[config.mk]
export PLATFORM = sky130hd
export DESIGN_NAME = cbc_axi_read_master
export DESIGN_NICKNAME = d
export VERILOG_FILES = /design/src/rtl/cbc_axi_read_master.sv
export SDC_FILE = /design/constraint.sdc
export NUM_CORES = 1
export LEC_CHECK = 0
export ABC_CLOCK_PERIOD_IN_PS = 12200
export BUFFER_PORTS_ARGS = -buffer_cell sky130_fd_sc_hd__buf_2
export CORE_AREA = 2 2 184 186
export CTS_CLUSTER_DIAMETER = 80
export CTS_CLUSTER_SIZE = 10
export DETAILED_ROUTE_END_ITERATION = 12
export DIE_AREA = 0 0 186 188
export PLACE_DENSITY = 0.85
export SYNTH_ARGS = -nofsm -noshare
export SYNTH_HDL_FRONTEND = slang
export SYNTH_SLANG_ARGS = --single-unit
export TNS_END_PERCENT = 5
[constraint.sdc]
create_clock -name aclk -period 12.2 [get_ports aclk]
set_clock_uncertainty 0.05 [all_clocks]
set_input_delay 1.22 -clock aclk [delete_from_list [all_inputs] [get_ports aclk]]
set_output_delay 1.22 -clock aclk [all_outputs]
set_load 0.01 [all_outputs]
[src/rtl/cbc_axi_read_master.sv]
// ============================================================================
// Module   : cbc_axi_read_master
// Purpose  : AXI4 INCR-burst read master streaming R beats to a 128-bit AXIS
// Revision : 1.0 - initial release
// ============================================================================
`default_nettype none

module cbc_axi_read_master #(
    parameter int MAX_BURST_LEN   = 16,
    parameter int MAX_OUTSTANDING = 4
) (
    input  logic         aclk,
    input  logic         areset_n,
    input  logic         i_rmst_req,
    input  logic [63:0]  i_rmst_xfer_addr,
    input  logic [63:0]  i_rmst_xfer_size,
    output logic         o_rmst_done,
    output logic         o_m_axi_arvalid,
    input  logic         i_m_axi_arready,
    output logic [63:0]  o_m_axi_araddr,
    output logic [7:0]   o_m_axi_arlen,
    input  logic         i_m_axi_rvalid,
    output logic         o_m_axi_rready,
    input  logic [127:0] i_m_axi_rdata,
    input  logic         i_m_axi_rlast,
    output logic         o_axis_tvalid,
    input  logic         i_axis_tready,
    output logic [127:0] o_axis_tdata
);

    localparam int                c_OUT_W     = $clog2(MAX_OUTSTANDING + 1);
    localparam logic [8:0]        c_MAX_BURST = 9'(MAX_BURST_LEN);
    localparam logic [c_OUT_W-1:0] c_MAX_OUT  = c_OUT_W'(MAX_OUTSTANDING);

    typedef enum logic [1:0] {
        S_IDLE = 2'd0,
        S_RUN  = 2'd1,
        S_DONE = 2'd2
    } state_t;

    state_t               r_state;
    logic [63:0]          r_addr;
    logic [59:0]          r_ar_beats;
    logic [59:0]          r_rd_beats;
    logic [c_OUT_W-1:0]   r_outstanding;
    logic                 r_arvalid;
    logic [63:0]          r_araddr;
    logic [7:0]           r_arlen;
    logic                 r_done;

    logic                 w_run;
    logic [8:0]           w_page_beats;
    logic [8:0]           w_len;
    logic [8:0]           w_arlen_full;
    logic                 w_ar_issue;
    logic                 w_ar_hs;
    logic                 w_r_hs;
    logic                 w_r_last_hs;
    logic                 w_unused_low_bits;

    assign w_run        = (r_state == S_RUN);
    // Beats left before the next 4 KB page; never crossed by a single burst.
    assign w_page_beats = 9'((13'd4096 - {1'b0, r_addr[11:0]}) >> 4);
    assign w_arlen_full = {1'b0, r_arlen} + 9'd1;
    assign w_ar_issue   = w_run && !r_arvalid && (r_ar_beats != 60'd0) &&
                          (r_outstanding < c_MAX_OUT);
    assign w_ar_hs      = r_arvalid && i_m_axi_arready;
    assign w_r_hs       = i_m_axi_rvalid && o_m_axi_rready;
    assign w_r_last_hs  = w_r_hs && i_m_axi_rlast;

    assign w_unused_low_bits = ^{i_rmst_xfer_addr[3:0], i_rmst_xfer_size[3:0]};

    always_comb begin
        w_len = w_page_beats;
        if (c_MAX_BURST < w_len) begin
            w_len = c_MAX_BURST;
        end
        if (r_ar_beats < {51'd0, w_len}) begin
            w_len = r_ar_beats[8:0];
        end
    end

    always_ff @(posedge aclk or negedge areset_n) begin
        if (!areset_n) begin
            r_state       <= S_IDLE;
            r_addr        <= '0;
            r_ar_beats    <= '0;
            r_rd_beats    <= '0;
            r_outstanding <= '0;
            r_arvalid     <= 1'b0;
            r_araddr      <= '0;
            r_arlen       <= '0;
            r_done        <= 1'b0;
        end else begin
            r_done <= 1'b0;
            case (r_state)
                S_IDLE: begin
                    if (i_rmst_req) begin
                        r_addr        <= {i_rmst_xfer_addr[63:4], 4'h0};
                        r_ar_beats    <= i_rmst_xfer_size[63:4];
                        r_rd_beats    <= i_rmst_xfer_size[63:4];
                        r_outstanding <= '0;
                        if (i_rmst_xfer_size[63:4] == 60'd0) begin
                            r_state <= S_DONE;
                            r_done  <= 1'b1;
                        end else begin
                            r_state <= S_RUN;
                        end
                    end
                end
                S_RUN: begin
                    if (w_ar_issue) begin
                        r_arvalid <= 1'b1;
                        r_araddr  <= r_addr;
                        r_arlen   <= 8'(w_len - 9'd1);
                    end
                    if (w_ar_hs) begin
                        r_arvalid  <= 1'b0;
                        r_addr     <= r_addr + {51'd0, w_arlen_full, 4'h0};
                        r_ar_beats <= r_ar_beats - {51'd0, w_arlen_full};
                    end
                    case ({w_ar_hs, w_r_last_hs})
                        2'b10:   r_outstanding <= r_outstanding + 1'b1;
                        2'b01:   r_outstanding <= r_outstanding - 1'b1;
                        default: r_outstanding <= r_outstanding;
                    endcase
                    if (w_r_hs) begin
                        r_rd_beats <= r_rd_beats - 60'd1;
                        if (r_rd_beats == 60'd1) begin
                            r_state <= S_DONE;
                            r_done  <= 1'b1;
                        end
                    end
                end
                S_DONE: begin
                    r_state <= S_IDLE;
                end
                default: begin
                    r_state <= S_IDLE;
                end
            endcase
        end
    end

    assign o_rmst_done     = r_done;
    assign o_m_axi_arvalid = r_arvalid;
    assign o_m_axi_araddr  = r_araddr;
    assign o_m_axi_arlen   = r_arlen;
    assign o_m_axi_rready  = i_axis_tready & w_run;
    assign o_axis_tvalid   = i_m_axi_rvalid & w_run;
    assign o_axis_tdata    = i_m_axi_rdata;

endmodule

`default_nettype wire
Word-level counts from Yosys, hierarchy flattened
Index checks and enable logic that the tools add are counted.
Word-level totals
  logic and storage cells: 74
  flip-flop bits (word level): 263
Operators by class
  add/sub/neg operators: 8
  bitwise gates (word level): 2
  reductions and logical operators: 18
  eq/ne operators: 9
  magnitude comparators: 3
  multiplexer cells: 25
Operator list (count)
  $pmux 60 s2: 2
  $mux 60: 3
  $mux 64: 2
  $pmux 64 s2: 1
  $add 64x13->64: 1
  $eq 60x1->1 const B: 1
  $logic_not 60->1: 1
  $lt 60x9->1: 1
  $reduce_bool 60->1: 1
  $sub 60x1->60 const B: 1
  $sub 60x9->60: 1
  $sub 13x12->13 const A: 1
  $pmux 3 s2: 2
  $reduce_and 3->1: 4
  $add 8x1->9 const B: 1
  $lt 5x9->1 const A: 1
  $mux 9: 1
  $mux 2: 4
  $mux 8: 1
  $sub 8x1->8 const B: 1
  $logic_and 1x1->1: 6
  $mux 1: 6
  $ne 2x1->1 const B: 3
  $eq 2x1->1 const B: 2
  14 further kinds: 17

Logic depth before layout (Yosys ltp)
  depth after elaboration: 7
  mapped depth: 21
  mapped depth without buffers: 20

Least setup slack after synthesis
Ideal clock, no wire load.
  kind: reg2reg
  from: reg r_addr[4]
  to: reg r_arlen[6] (netlist: o_m_axi_arlen[6])
  path slack: 7864 ps
  data arrival time: 4209 ps
  cell stages (with the launch flop): 20
  clock period less this slack: 4336 ps
  cells stage by stage: dfrtp_1 -> buf_6 -> or4_1 -> a2111o_1 -> a221oi_4 -> nand2_1 -> ha_1 -> o21a_1 -> o21a_1 -> o2111ai_1 -> o21ai_1 -> nor2_1 -> nor2_1 -> nor2_1 -> ha_1 -> inv_1 -> a21oi_1 -> nand2_1 -> mux2_2 -> o21ai_1
On the way
  longest elaborated chain between the ends: 6
RTL lines
  start, declared: line 42  | logic [63:0] r_addr;
  start signal, assigned: line 99  | r_addr <= {i_rmst_xfer_addr[63:4], 4'h0};
  start signal, assigned: line 119  | r_addr <= r_addr + {51'd0, w_arlen_full, 4'h0};
  $sub 13x12->13 *: line 63  | assign w_page_beats = 9'((13'd4096 - {1'b0, r_addr[11:0]}) >> 4);
  $lt 5x9->1: line 75  | if (c_MAX_BURST < w_len) begin
  $mux 9 *: line 75
  $lt 60x9->1: line 78  | if (r_ar_beats < {51'd0, w_len}) begin
  $mux 8 *: line 78
  $sub 8x1->8 *: line 115  | r_arlen <= 8'(w_len - 9'd1);
  end signal, assigned: line 115
  end, declared: line 48  | logic [7:0] r_arlen;
Every way passes the cells marked *; elsewhere a longest branch is shown, timed or not.
A chain may end at the register's enable or synchronous reset.

Worst setup path in the final report
Same ends and word-level chain as after synthesis.

==> summary.md <==
| Metric | Value |
|---|---|
| Crit Path Class | `reg -> reg` |
| Final hold vios | `0` |
| First-iteration detailed-routing DRC count | `2008` |
| Row count | `67` |
| Most frequent cells in the layout | `255 x dfrtp_1, 197 x buf_2, 179 x nand2_1, 153 x nor2_1, 140 x a21oi_1` |
| Warnings from Yosys | `0` |
| PwrDens | `232 nW/um^2` |
| Grt total ovfl | `0` |
| EDFF count, synth | `0` |
| GPL Wtd Cong | `0.939` |
| # IOs | `467` |
| Rel. slew slack | `29.2%` |
| Final Max Tran Viols | `0` |
| Routed WL | `51000 um` |
| Worst path cell trace | `inv_1, ha_1, xnor2_1, a2111o_1, a221oi_4, nand2_1, ha_1, o21a_1, o21a_1, o2111ai_1, o21ai_1, nor2_1, nor2_1, nor2_1, ha_1, inv_1, a21oi_1, nand2_1, mux2_2, o21ai_1` |
| DR vias/cell | `6.66` |
| Worst setup margin | `7.15 ns` |
| CTS tree | `built` |
| Post-cts sizing count | `0` |
| Leak | `7.08 nW` |
| Pin count of the biggest net entering global routing | `237` |
| # DRC | `0` |
| RSZ-0062 raised after global routing | `no` |
| Vias in the first global route | `15200` |
| Antenna Nets Post-Route | `0` |
| DR pass1 iterations | `6` |
| Total GRT Usage | `28.5%` |
| Final setup fails | `0` |
| Die area | `35000 um^2` |
| Port bufs | `198` |
| Dpl cells | `2374` |
| HP Class | `reg -> reg` |
| Type of origin of the critical path | `register` |
| Die Height | `188 um` |
| Most common cell after layout, fill and taps aside | `dfrtp_1` |
| Post-Syn Area | `16800 um^2` |
| Critical path data required time | `12.62 ns` |
| CP endpoint kind | `register` |
| Final period utilization | `41.4%` |
| Netlist cell types | `83` |
| Setup TNS | `0 ns` |
| VDD IR max | `0.000129 V` |
| Sequential-to-total area share from yosys stat | `38.0%` |
| First-pass GRT wire length | `81000 um` |
| H-tree Lvls | `1` |
| Root buf cell | `clkbuf_16` |
| Async SR Flop Fraction | `100%` |
| Fmax | `0.198 GHz` |
| CTS max path bufs | `3` |
| Area delta synth->final | `6.42%` |
| Clock slew at reported path FFs | `0.06 ns` |
| Crit path DAT | `5.46 ns` |
| Worst hold margin | `0.430 ns` |
| Number of max-cap violations | `0` |
| Postcts setup bufs | `0` |
| Post-Syn Instances | `1957` |
| Initial Util | `50.7%` |
| Mean Syn Cell Area | `8.58 um^2` |
| Ys flop type | `dfrtp_1` |
| Flops & latches, synth | `255` |
| Ratio of cells with drive above 1 in the final layout | `14.4%` |
| Die Wd | `186 um` |
| Status | `finished clean` |
| Routed wire per std cell | `21.2 um` |
| Worst Tran Pin Value | `1.06 ns` |
| Final std cells w/o fill | `2408` |
| Max Fanout on Critical Path | `10` |
| Hpwl dp | `35300 um` |
| Placed Instance Area | `17100 um^2` |
| Initial antenna violation count | `2` |
| Final Cell Area | `17900 um^2` |
| Crit path largest cell delay | `0.54 ns` |
| CP max stage cell | `dfrtp_1` |
| CTS Buf Count | `29` |
| Sink Count | `255` |
| CTS hold repair buffers | `0` |
| Pre-CTS WS | `7.26 ns` |
| Min Tclk post-route | `5.05 ns` |
| Area of the core | `33100 um^2` |
| Via count | `16000` |
| Worst-Skew Late Latency | `0.55 ns` |
| Final nets | `2255` |
-- cells in the mapped netlist, types with 28 or more instances --
master	number	area share (%)
a21oi_1	142	4.2
o22a_1	31	1.6
inv_1	30	0.67
nand4_1	39	1.5
clkbuf_1	104	2.3
nor2_1	154	3.4
nor4_1	48	1.8
dfrtp_1	255	38
ha_1	32	2.4
buf_4	135	6.0
o21ai_0	99	2.9
and3_1	28	1.0
nand3_1	69	2.1
nor3_1	78	2.3
mux2_1	54	3.6
or3_1	33	1.2
a31oi_1	35	1.3
o22ai_1	33	1.2
nand2_1	179	4.0
-- per-stage QoR --
stage | utilization [%] | power (mW)
floorplan | - | 2.84
global placement | 51.7 | 3.27
detailed placement | 51.7 | 3.37
CTS | 54.0 | 4.13
global route | 54.0 | 4.45
finish | 54.0 | 4.15
-- power by group --
group	internal [mW]	total, mW	switching [mW]
clock network	0.421	0.755	0.334
registers	1.20	1.61	0.412
logic	0.753	1.79	1.03
-- registers in the layout, summed over array words and instances (netlist names) --
register,count
r_ar_beats,60
o_m_axi_arlen,8
r_state,2
r_addr,60
o_m_axi_arvalid,1
r_outstanding,3
r_rd_beats,60
o_rmst_done,1
o_m_axi_araddr,60
-- final timing paths --
kind                                     from                 end  slack (ns)  cells after the start
max in group asynchronous            areset_n  o_m_axi_araddr[35]        9.83                      2
max                                 r_addr[4]    o_m_axi_arlen[6]        7.15                     20
min                        o_m_axi_araddr[47]  o_m_axi_araddr[47]        0.43                      1
min in group asynchronous            areset_n      r_rd_beats[19]        0.71                      1
min reg2reg                o_m_axi_araddr[47]  o_m_axi_araddr[47]        0.43                      1
max reg2reg                         r_addr[4]    o_m_axi_arlen[6]        7.15                     20
-- area by class of cell --
class / instances / area, um^2
fillers: 2924 / 15200
multi-input cells: 1422 / 8900
flip-flops and latches: 255 / 6380
repair buffers: 219 / 1170
clock buffers: 30 / 739
well taps: 448 / 561
inverters: 30 / 113
diodes: 3 / 7.51
clock inverters: 1 / 5.00
-- worst max-delay path: cells and delay by family, from the launching register on --
family / cells / cell delay, ns
multiplexers: 1 / 0.27
XOR/XNOR: 1 / 0.21
AO/OA/AOI/OAI: 8 / 1.98
buffers and inverters: 2 / 0.23
AND/OR/NAND/NOR: 5 / 0.94
flip-flops: 1 / 0.54
adder cells (fa/ha/maj): 3 / 0.73
-- kinds of logic (layout without fill, tap and decap cells) --
| logic type | after synthesis | after routing | share of synthesized area (%) |
|---|---|---|---|
| buffers and inverters | 286 | 280 | 9.59 |
| muxes | 62 | 62 | 4.13 |
| other | 2 | 11 | 0.0447 |
| DFF | 255 | 255 | 38.0 |
| xor gates and xnor gates | 22 | 22 | 1.15 |
| adders and majority gates | 35 | 35 | 2.74 |
| AOI/OAI and AO/OA | 580 | 580 | 23.1 |
| and+or+nand+nor | 715 | 715 | 21.3 |
-- routing by layer --
| layer | part of all wire [%] | global-route usage (%) |
|---|---|---|
| met1 | 40 | 38.8 |
| met2 | 44 | 43.4 |
| met3 | 11 | 6.10 |
| met5 | 0 | 0 |
| met4 | 5.0 | 13.1 |
Note: power is estimated with default switching activity, not from simulation.
